--- src/rtl/cache_tb_pkg.sv ---
// Shared types and the address-derived data pattern for the cache traffic generator.
package cache_tb_pkg;

    typedef enum logic [1:0] {
        MODE_READ       = 2'd0,
        MODE_WRITE      = 2'd1,
        MODE_WRITE_READ = 2'd2,
        MODE_RSVD       = 2'd3
    } mode_t;

    typedef enum logic [1:0] {
        ST_IDLE  = 2'd0,
        ST_WRITE = 2'd1,
        ST_READ  = 2'd2,
        ST_DONE  = 2'd3
    } state_t;

    localparam logic [31:0] PATTERN_XOR = 32'hA5A5_A5A5;

    // Computed wide; callers truncate to their own data width.
    function automatic logic [63:0] pattern(input logic [63:0] addr);
        return addr ^ 64'(PATTERN_XOR);
    endfunction

endpackage

--- src/rtl/cache_traffic_checker.sv ---
// Compares completed read data against the expected pattern and counts mismatches (saturating).
module cache_traffic_checker #(
    parameter int unsigned DATA_W = 32
) (
    input  logic              clk,
    input  logic              rst_n,
    input  logic              clear,
    input  logic              compare,
    input  logic [DATA_W-1:0] read_data,
    input  logic [DATA_W-1:0] expected,
    output logic [15:0]       error_count
);

    always_ff @(posedge clk or negedge rst_n) begin
        if (!rst_n) begin
            error_count <= 16'h0;
        end else if (clear) begin
            error_count <= 16'h0;
        end else if (compare && (read_data != expected) && (error_count != 16'hFFFF)) begin
            error_count <= error_count + 16'd1;
        end
    end

endmodule

--- src/rtl/cache_traffic_gen.sv ---
// Strided read/write/write-then-verify traffic generator for the cache CPU port.
// Read-data checking is built only when CACHE_TRAFFIC_GEN_CHECK_EN is defined.
module cache_traffic_gen
    import cache_tb_pkg::*;
#(
    parameter int unsigned ADDR_W     = 15,
    parameter int unsigned DATA_W     = 32,
    parameter int unsigned START_ADDR = 1024,
    parameter int unsigned NUM_ACCESS = 8192,
    parameter int unsigned STRIDE     = 1
) (
    input  logic              clk,
    input  logic              rst_n,
    input  logic              start,
    input  logic [1:0]        mode,
    input  logic              cache_ready,
    input  logic [DATA_W-1:0] read_data,
    output logic              cache_read,
    output logic              cache_write,
    output logic [ADDR_W-1:0] address,
    output logic [DATA_W-1:0] write_data,
    output logic              busy,
    output logic              done,
    output logic [15:0]       error_count,
    output logic [31:0]       cycle_count
);

    localparam int unsigned       CNT_W = $clog2(NUM_ACCESS + 1);
    localparam logic [ADDR_W-1:0] START = ADDR_W'(START_ADDR);
    localparam logic [ADDR_W-1:0] STEP  = ADDR_W'(STRIDE);
    localparam logic [CNT_W-1:0]  LAST  = CNT_W'(NUM_ACCESS - 1);

    state_t            state, state_n;
    logic [CNT_W-1:0]  cnt, cnt_n;
    logic              wr_rd, wr_rd_n;
    logic [ADDR_W-1:0] addr_n;
    logic              rd_n, wr_n, busy_n, done_n;
    logic              clear_c;

    // Next-state and next-output decode; request lines follow the state they enter.
    always_comb begin
        state_n = state;
        cnt_n   = cnt;
        wr_rd_n = wr_rd;
        addr_n  = address;
        rd_n    = cache_read;
        wr_n    = cache_write;
        busy_n  = busy;
        done_n  = done;
        clear_c = 1'b0;
        unique case (state)
            ST_IDLE, ST_DONE: begin
                if (start) begin
                    clear_c = 1'b1;
                    addr_n  = START;
                    cnt_n   = '0;
                    busy_n  = 1'b1;
                    done_n  = 1'b0;
                    wr_rd_n = (mode == MODE_WRITE_READ);
                    if ((mode == MODE_WRITE) || (mode == MODE_WRITE_READ)) begin
                        state_n = ST_WRITE;
                        wr_n    = 1'b1;
                        rd_n    = 1'b0;
                    end else begin
                        state_n = ST_READ;
                        wr_n    = 1'b0;
                        rd_n    = 1'b1;
                    end
                end
            end
            ST_WRITE, ST_READ: begin
                if (cache_ready) begin
                    addr_n = address + STEP;
                    cnt_n  = cnt + CNT_W'(1);
                    if (cnt == LAST) begin
                        if ((state == ST_WRITE) && wr_rd) begin
                            state_n = ST_READ;
                            addr_n  = START;
                            cnt_n   = '0;
                            wr_n    = 1'b0;
                            rd_n    = 1'b1;
                        end else begin
                            state_n = ST_DONE;
                            wr_n    = 1'b0;
                            rd_n    = 1'b0;
                            busy_n  = 1'b0;
                            done_n  = 1'b1;
                        end
                    end
                end
            end
            default: state_n = ST_IDLE;
        endcase
    end

    always_ff @(posedge clk or negedge rst_n) begin
        if (!rst_n) begin
            state       <= ST_IDLE;
            cnt         <= '0;
            wr_rd       <= 1'b0;
            address     <= START;
            write_data  <= DATA_W'(pattern(64'(START)));
            cache_read  <= 1'b0;
            cache_write <= 1'b0;
            busy        <= 1'b0;
            done        <= 1'b0;
            cycle_count <= 32'h0;
        end else begin
            state       <= state_n;
            cnt         <= cnt_n;
            wr_rd       <= wr_rd_n;
            address     <= addr_n;
            write_data  <= DATA_W'(pattern(64'(addr_n)));
            cache_read  <= rd_n;
            cache_write <= wr_n;
            busy        <= busy_n;
            done        <= done_n;
            if (clear_c) begin
                cycle_count <= 32'h0;
            end else if (busy && (cycle_count != 32'hFFFF_FFFF)) begin
                cycle_count <= cycle_count + 32'd1;
            end
        end
    end

`ifdef CACHE_TRAFFIC_GEN_CHECK_EN
    // write_data always holds pattern(address), so it doubles as the expected read value.
    cache_traffic_checker #(
        .DATA_W (DATA_W)
    ) u_checker (
        .clk         (clk),
        .rst_n       (rst_n),
        .clear       (clear_c),
        .compare     (cache_read & cache_ready),
        .read_data   (read_data),
        .expected    (write_data),
        .error_count (error_count)
    );
`else
    logic unused_read_data;
    assign unused_read_data = ^read_data;
    assign error_count      = 16'h0;
`endif

endmodule

--- config.mk ---
export PLATFORM = sky130hd
export DESIGN_NAME = cache_traffic_gen
export DESIGN_NICKNAME = d
export VERILOG_FILES = /design/src/rtl/cache_tb_pkg.sv /design/src/rtl/cache_traffic_checker.sv /design/src/rtl/cache_traffic_gen.sv
export SDC_FILE = /design/constraint.sdc
export NUM_CORES = 1
export LEC_CHECK = 0
export CORE_AREA = 2 2 68 135
export DETAILED_ROUTE_END_ITERATION = 8
export DIE_AREA = 0 0 70 137
export PLACE_DENSITY = 0.84
export SLEW_MARGIN = 20
export SYNTH_ARGS = -nofsm -noshare
export SYNTH_HDL_FRONTEND = slang
export SYNTH_SLANG_ARGS = --single-unit
--- constraint.sdc ---
create_clock -name clk -period 3.4 [get_ports clk]
set_input_delay 1.02 -clock clk [delete_from_list [all_inputs] [get_ports clk]]
set_output_delay 1.02 -clock clk [all_outputs]
set_load 0.005 [all_outputs]
---- Word level (Yosys, flattened, before mapping) ----
Index checks and enable logic that the tools add are counted.
word-level totals
  input port bits ......................... 38
  word-level logic and storage cells ...... 77
  register bits after elaboration ......... 92
  output and inout bits ................... 99
cells by class
  bitwise operators ....................... 1
  mux-type cells .......................... 41
  equality and inequality tests ........... 11
  reductions and logical operators ........ 11
  add/subtract/negate cells ............... 3
operators with widths
  cell                                                                     number
  32-bit 2-to-1 mux                                                        2
  15-bit 2-to-1 mux                                                        4
  14-bit 2-to-1 mux                                                        4
  32-bit by 1-bit adder with 32-bit output, second input constant          1
  32-bit inequality test, second input constant                            1
  15-bit case mux with 2 select lines                                      1
  14-bit case mux with 2 select lines                                      1
  1-bit 2-to-1 mux                                                         20
  7-bit NOT with 16-bit output                                             1
  15-bit by 1-bit adder with 15-bit output, second input constant          1
  14-bit by 1-bit adder with 14-bit output, second input constant          1
  14-bit by 13-bit equality test with 1-bit output, second input constant  1
  2-bit 2-to-1 mux                                                         4
  2-bit inequality test, second input constant                             4
  1-bit case mux with 2 select lines                                       4
  2-bit equality test, second input constant                               3
  2-bit by 1-bit equality test with 1-bit output, second input constant    2
  2-bit case mux with 2 select lines                                       1
  2-bit AND reduction                                                      2
  4-bit AND reduction                                                      1
  2-bit OR reduction                                                       2
  3-bit AND reduction                                                      1
  1-bit logical AND                                                        2
  2-bit logical NOT                                                        1
  other kinds (2)                                                          2

---- Longest topological paths before layout ----
  depth after elaboration ................. 7
  depth in mapped cells ................... 9
  gate-level depth less buffers ........... 7

---- Least setup slack after synthesis ----
Ideal clock, no wire load.
  path kind ............................... input to register
  from .................................... input port cache_ready
  to ...................................... register address[6]
  setup slack ............................. 1.248 ns
  path buffers ............................ 3
  stages on the path ...................... 7
  library setup time ...................... 0.082 ns
  arrival time ............................ 2.070 ns
  data required time ...................... 3.318 ns
  cells stage by stage .................... nand2b_1 -> clkbuf_1 -> a21oi_1 -> buf_2 -> buf_2 -> o21ai_0 -> a31oi_1
on the way
  cells in the longest elaborated chain, start to end .. 2
ends and longest elaborated chain
  what                                 RTL line                  text
  from (decl)                          cache_traffic_gen.sv:16   input logic cache_ready,
  15-bit 2-to-1 mux                    cache_traffic_gen.sv:72   if (cache_ready) begin
  15-bit case mux with 2 select lines  cache_traffic_gen.sv:51   unique case (state)
  to (signal assigned)                 cache_traffic_gen.sv:112  address <= addr_n;
  to (decl)                            cache_traffic_gen.sv:20   output logic [ADDR_W-1:0] address,
No other way between the ends.
A chain may end at the register's enable or synchronous reset.

---- Worst setup path after layout ----
  from .................................... input port cache_ready
  to ...................................... register state[0]
on the way
  cells in the longest elaborated chain, start to end .. 2
ends and longest elaborated chain
  what                             RTL line                  text
  2-bit inequality test (no line)  n/a
  3-bit AND reduction (no line)    n/a
  to (signal assigned)             cache_traffic_gen.sv:109  state <= state_n;
  to (decl)                        cache_traffic_gen.sv:33   state_t state, state_n;
No other way between the ends.

==> summary.md <==
| Metric | Value |
|---|---|
| Clock root buffer | clkbuf_16 |
| Cts repair resizes | 0 |
| Clock Pin Slew Worst Setup and Hold Paths | 50 ps |
| CP max FO | 13 |
| Routed Antenna Nets | 0 |
| Register area share after synthesis | 0.441 |
| Fin nets | 555 |
| Crit path to | state[0] |
| Worst slew pin tran | 852 ps |
| Crit path kind | in -> reg |
| Commonest non-fill, non-tap cell in the layout | clkdlybuf4s50_1 |
| Setup violations, final | 0 |
| Initial Utilization | 0.501 |
| CTS Hold Bufs | 0 |
| Die ar. | 9590 um^2 |
| Die H | 137 um |
| Vias | ~3,700 |
| R2R Setup Slk | 920 ps |
| Antenna Cells | 0 |
| Worst-Skew Late Latency | 330 ps |
| Worst Setup Start Kind | input pin |
| IO buf count | 71 |
| Syn_area_per_cell | 9.40 um^2 |
| Pre-antenna DRT Iters | 4 |
| RSZ-0062 raised after global routing | no |
| Worst hold start | wr_rd |
| Leak | roughly 0.0021 uW |
| P&R area growth vs syn | 19.5% |
| WP data required | 3610 ps |
| CTS Buffer Depth | 2 |
| I/O pin cnt | around 140 |
| Post-synth EDFFs | 0 |
| DRT iter0 DRCs | 234 |
| Crit path from | cache_ready |
| Syn Std Cell Area | 4280 um^2 |
| Worst reg2reg path depth | 6 |
| Setup total negative slack | 0 ps |
| Die Width | 70 um |
| DRC errors left | 0 |
| First-pass GRT wire length | 16,600 um |
| Clock Power Share | 0.286 |
| Yosys reg bits | 75 |
| Worst Path Arrival | 2780 ps |
| Peak Freq | 389 MHz |
| Most frequent cells in the layout | clkdlybuf4s50_1, dfrtp_1, nand2_1, a21oi_1, conb_1 |
| Type of the tightest min-delay check | reg -> reg |
| Sw power | 1020 uW |
| Share of layout cells above drive strength 1 | 0.0951 |
| Core area | 8530 um^2 |
| Worst R2R End | cycle_count[4] |
| Final Hold Fails | 0 |
| Gp weighted congestion | 0.896 |
| DRT Wirelength | 10,300 um |
| Final max-slew violation count | 0 |
| CTS Buf Count | 9 |
| Worst Setup End Kind | flip-flop |
| H-tree levels | 3 |
| Initial antenna violation count | 0 |
| Cells after DPL | ~600 |
| Ys Warns | 0 |
| Post-Synthesis Cells | approximately 460 |
| Unique cell type count in the Yosys netlist | 62 |
| Grt total ovfl | 0 |
| PwrDens | 562 nW/um^2 |
| Slew margin rel. | 0.427 |
| P_int | 1850 uW |
| Post-layout min period | ~2600 ps |
| Ys flop type | dfrtp_1 |
| Clk_skew | around 6.9 ps |
| Number of global-route vias before repair | 3,642 |
| DP Wirelength | 7490 um |
| Sequential Power Share | 0.386 |
| Site Rows | 48 |
| Max-Cap Viols | 0 |
| Worst R2R Start | cycle_count[0] |
| Sw frac | 0.355 |
| Via/cell ratio | ~6 |
| Fillers | 730 |
| Wire length per cell | 16.7 um |
| Non-filler instance count after layout | 615 |
| Status | complete, no violations |
| Worst vdd ir | ~0.00047 V |
| Power share of the combinational group | 0.328 |
| Post-CTS Setup Bufs | 0 |
| Largest net degree at the start of global routing | 76 |
| Global-route usage over all layers | 0.216 |
| Async S/R FF share, synth | 1.00 |
| Final period util | 0.756 |
| Clock sink count | 75 |
| CTS tree | built |
==> per-stage QoR <==
stage / power, uW / hold slack [ps] / utilization / setup slack (ps) / area, um^2
after global routing: 3040 / 533 / 0.599 / 719 / 5110
final: 2870 / 498 / 0.599 / 830 / 5110
after detailed placement: 2060 / 485 / 0.570 / 508 / 4860
after CTS: 2890 / 498 / 0.599 / 850 / 5110
after global placement: 2010 / 470 / 0.570 / 528 / 4860
after floorplan: 1730 / 457 / - / 1250 / 4390
==> power groups by stage <==
stage          Sequential [uW]  Combinational (uW)  Clock [uW]
6_report                  1110                 943         823
5_1_grt                   1120                1050         870
4_1_cts                   1110                 948         837
3_5_place_dp              1120                 941           0
3_3_place_gp              1120                 898           0
2_1_floorplan             1090                 642           0
==> logic make-up after synthesis <==
group | after synthesis | synth area share
buf+inv | 73 | 0.109
xor+xnor | 7 | 0.0143
simple gates | 164 | 0.216
fa+ha+maj | 5 | 0.0146
mux | 5 | 0.0120
compound gates | 124 | 0.192
other cells | 2 | 0.00176
flops | 75 | 0.441
==> cells in the mapped netlist, types with 3 or more instances <==
cell	instances	share of area
dfrtp_1	68	0.40
buf_4	43	0.075
nand2_1	41	0.036
a21oi_1	36	0.042
nand3_1	25	0.029
o21ai_0	21	0.025
nor2_1	20	0.018
or3_1	18	0.026
a31oi_1	17	0.025
nand4_1	15	0.022
clkbuf_1	11	0.0097
inv_1	11	0.0097
o21ai_1	8	0.0094
dfstp_2	7	0.043
a41oi_1	6	0.012
nand2b_1	6	0.0088
a22o_1	5	0.010
and2_1	5	0.0073
buf_2	5	0.0059
ha_1	5	0.015
and4_1	4	0.0082
mux2i_1	4	0.0094
nor3_1	4	0.0047
nor4_1	4	0.0059
or4_1	4	0.0070
xnor2_1	4	0.0082
a31o_2	3	0.0061
and3_1	3	0.0044
buf_6	3	0.0079
o21a_1	3	0.0053
o311ai_0	3	0.0061
o31ai_1	3	0.0053
o41ai_1	3	0.0061
xor2_1	3	0.0061
==> registers in the layout, indices dropped and copies added, names as in the netlist, named ones only <==
signal       flops
state            2
write_data       8
address         12
wr_rd            1
done             1
cache_read       1
busy             1
cnt             14
cycle_count     32
cache_write      1
==> layer usage <==
| metal | GRT usage | wire length (um) |
|---|---|---|
| met5 | 0 | 0 |
| met4 | 0.127 | 371 |
| met3 | 0.0412 | 447 |
| met2 | 0.402 | 5850 |
| met1 | 0.219 | 3600 |
==> how the worst min path moves through the flow <==
stage / to / slack, ps / cells after the start
2_1_floorplan: cnt[12] / 460 / 1
3_3_place_gp: state[1] / 470 / 1
3_5_place_dp: wr_rd / 490 / 2
4_1_cts: wr_rd / 500 / 2
5_1_grt: cnt[12] / 530 / 1
6_report: wr_rd / 500 / 2
==> critical path: stages <==
cell and delay [ps]:
clkdlybuf4s50_1 500, nand2b_1 200, and2_1 380, nor2_2 310, mux2_2 370
==> layout make-up <==
type,instances,area [um^2],share of cell area
inverters,11,41.3,0.00808
clock inverters,4,20.0,0.00392
flip-flops and latches,75,1890,0.369
repair buffers,77,763,0.149
well taps,100,125,0.0245
multi-input cells,338,2050,0.400
clock buffers,10,229,0.0448
(Power assumes the default switching activity.)
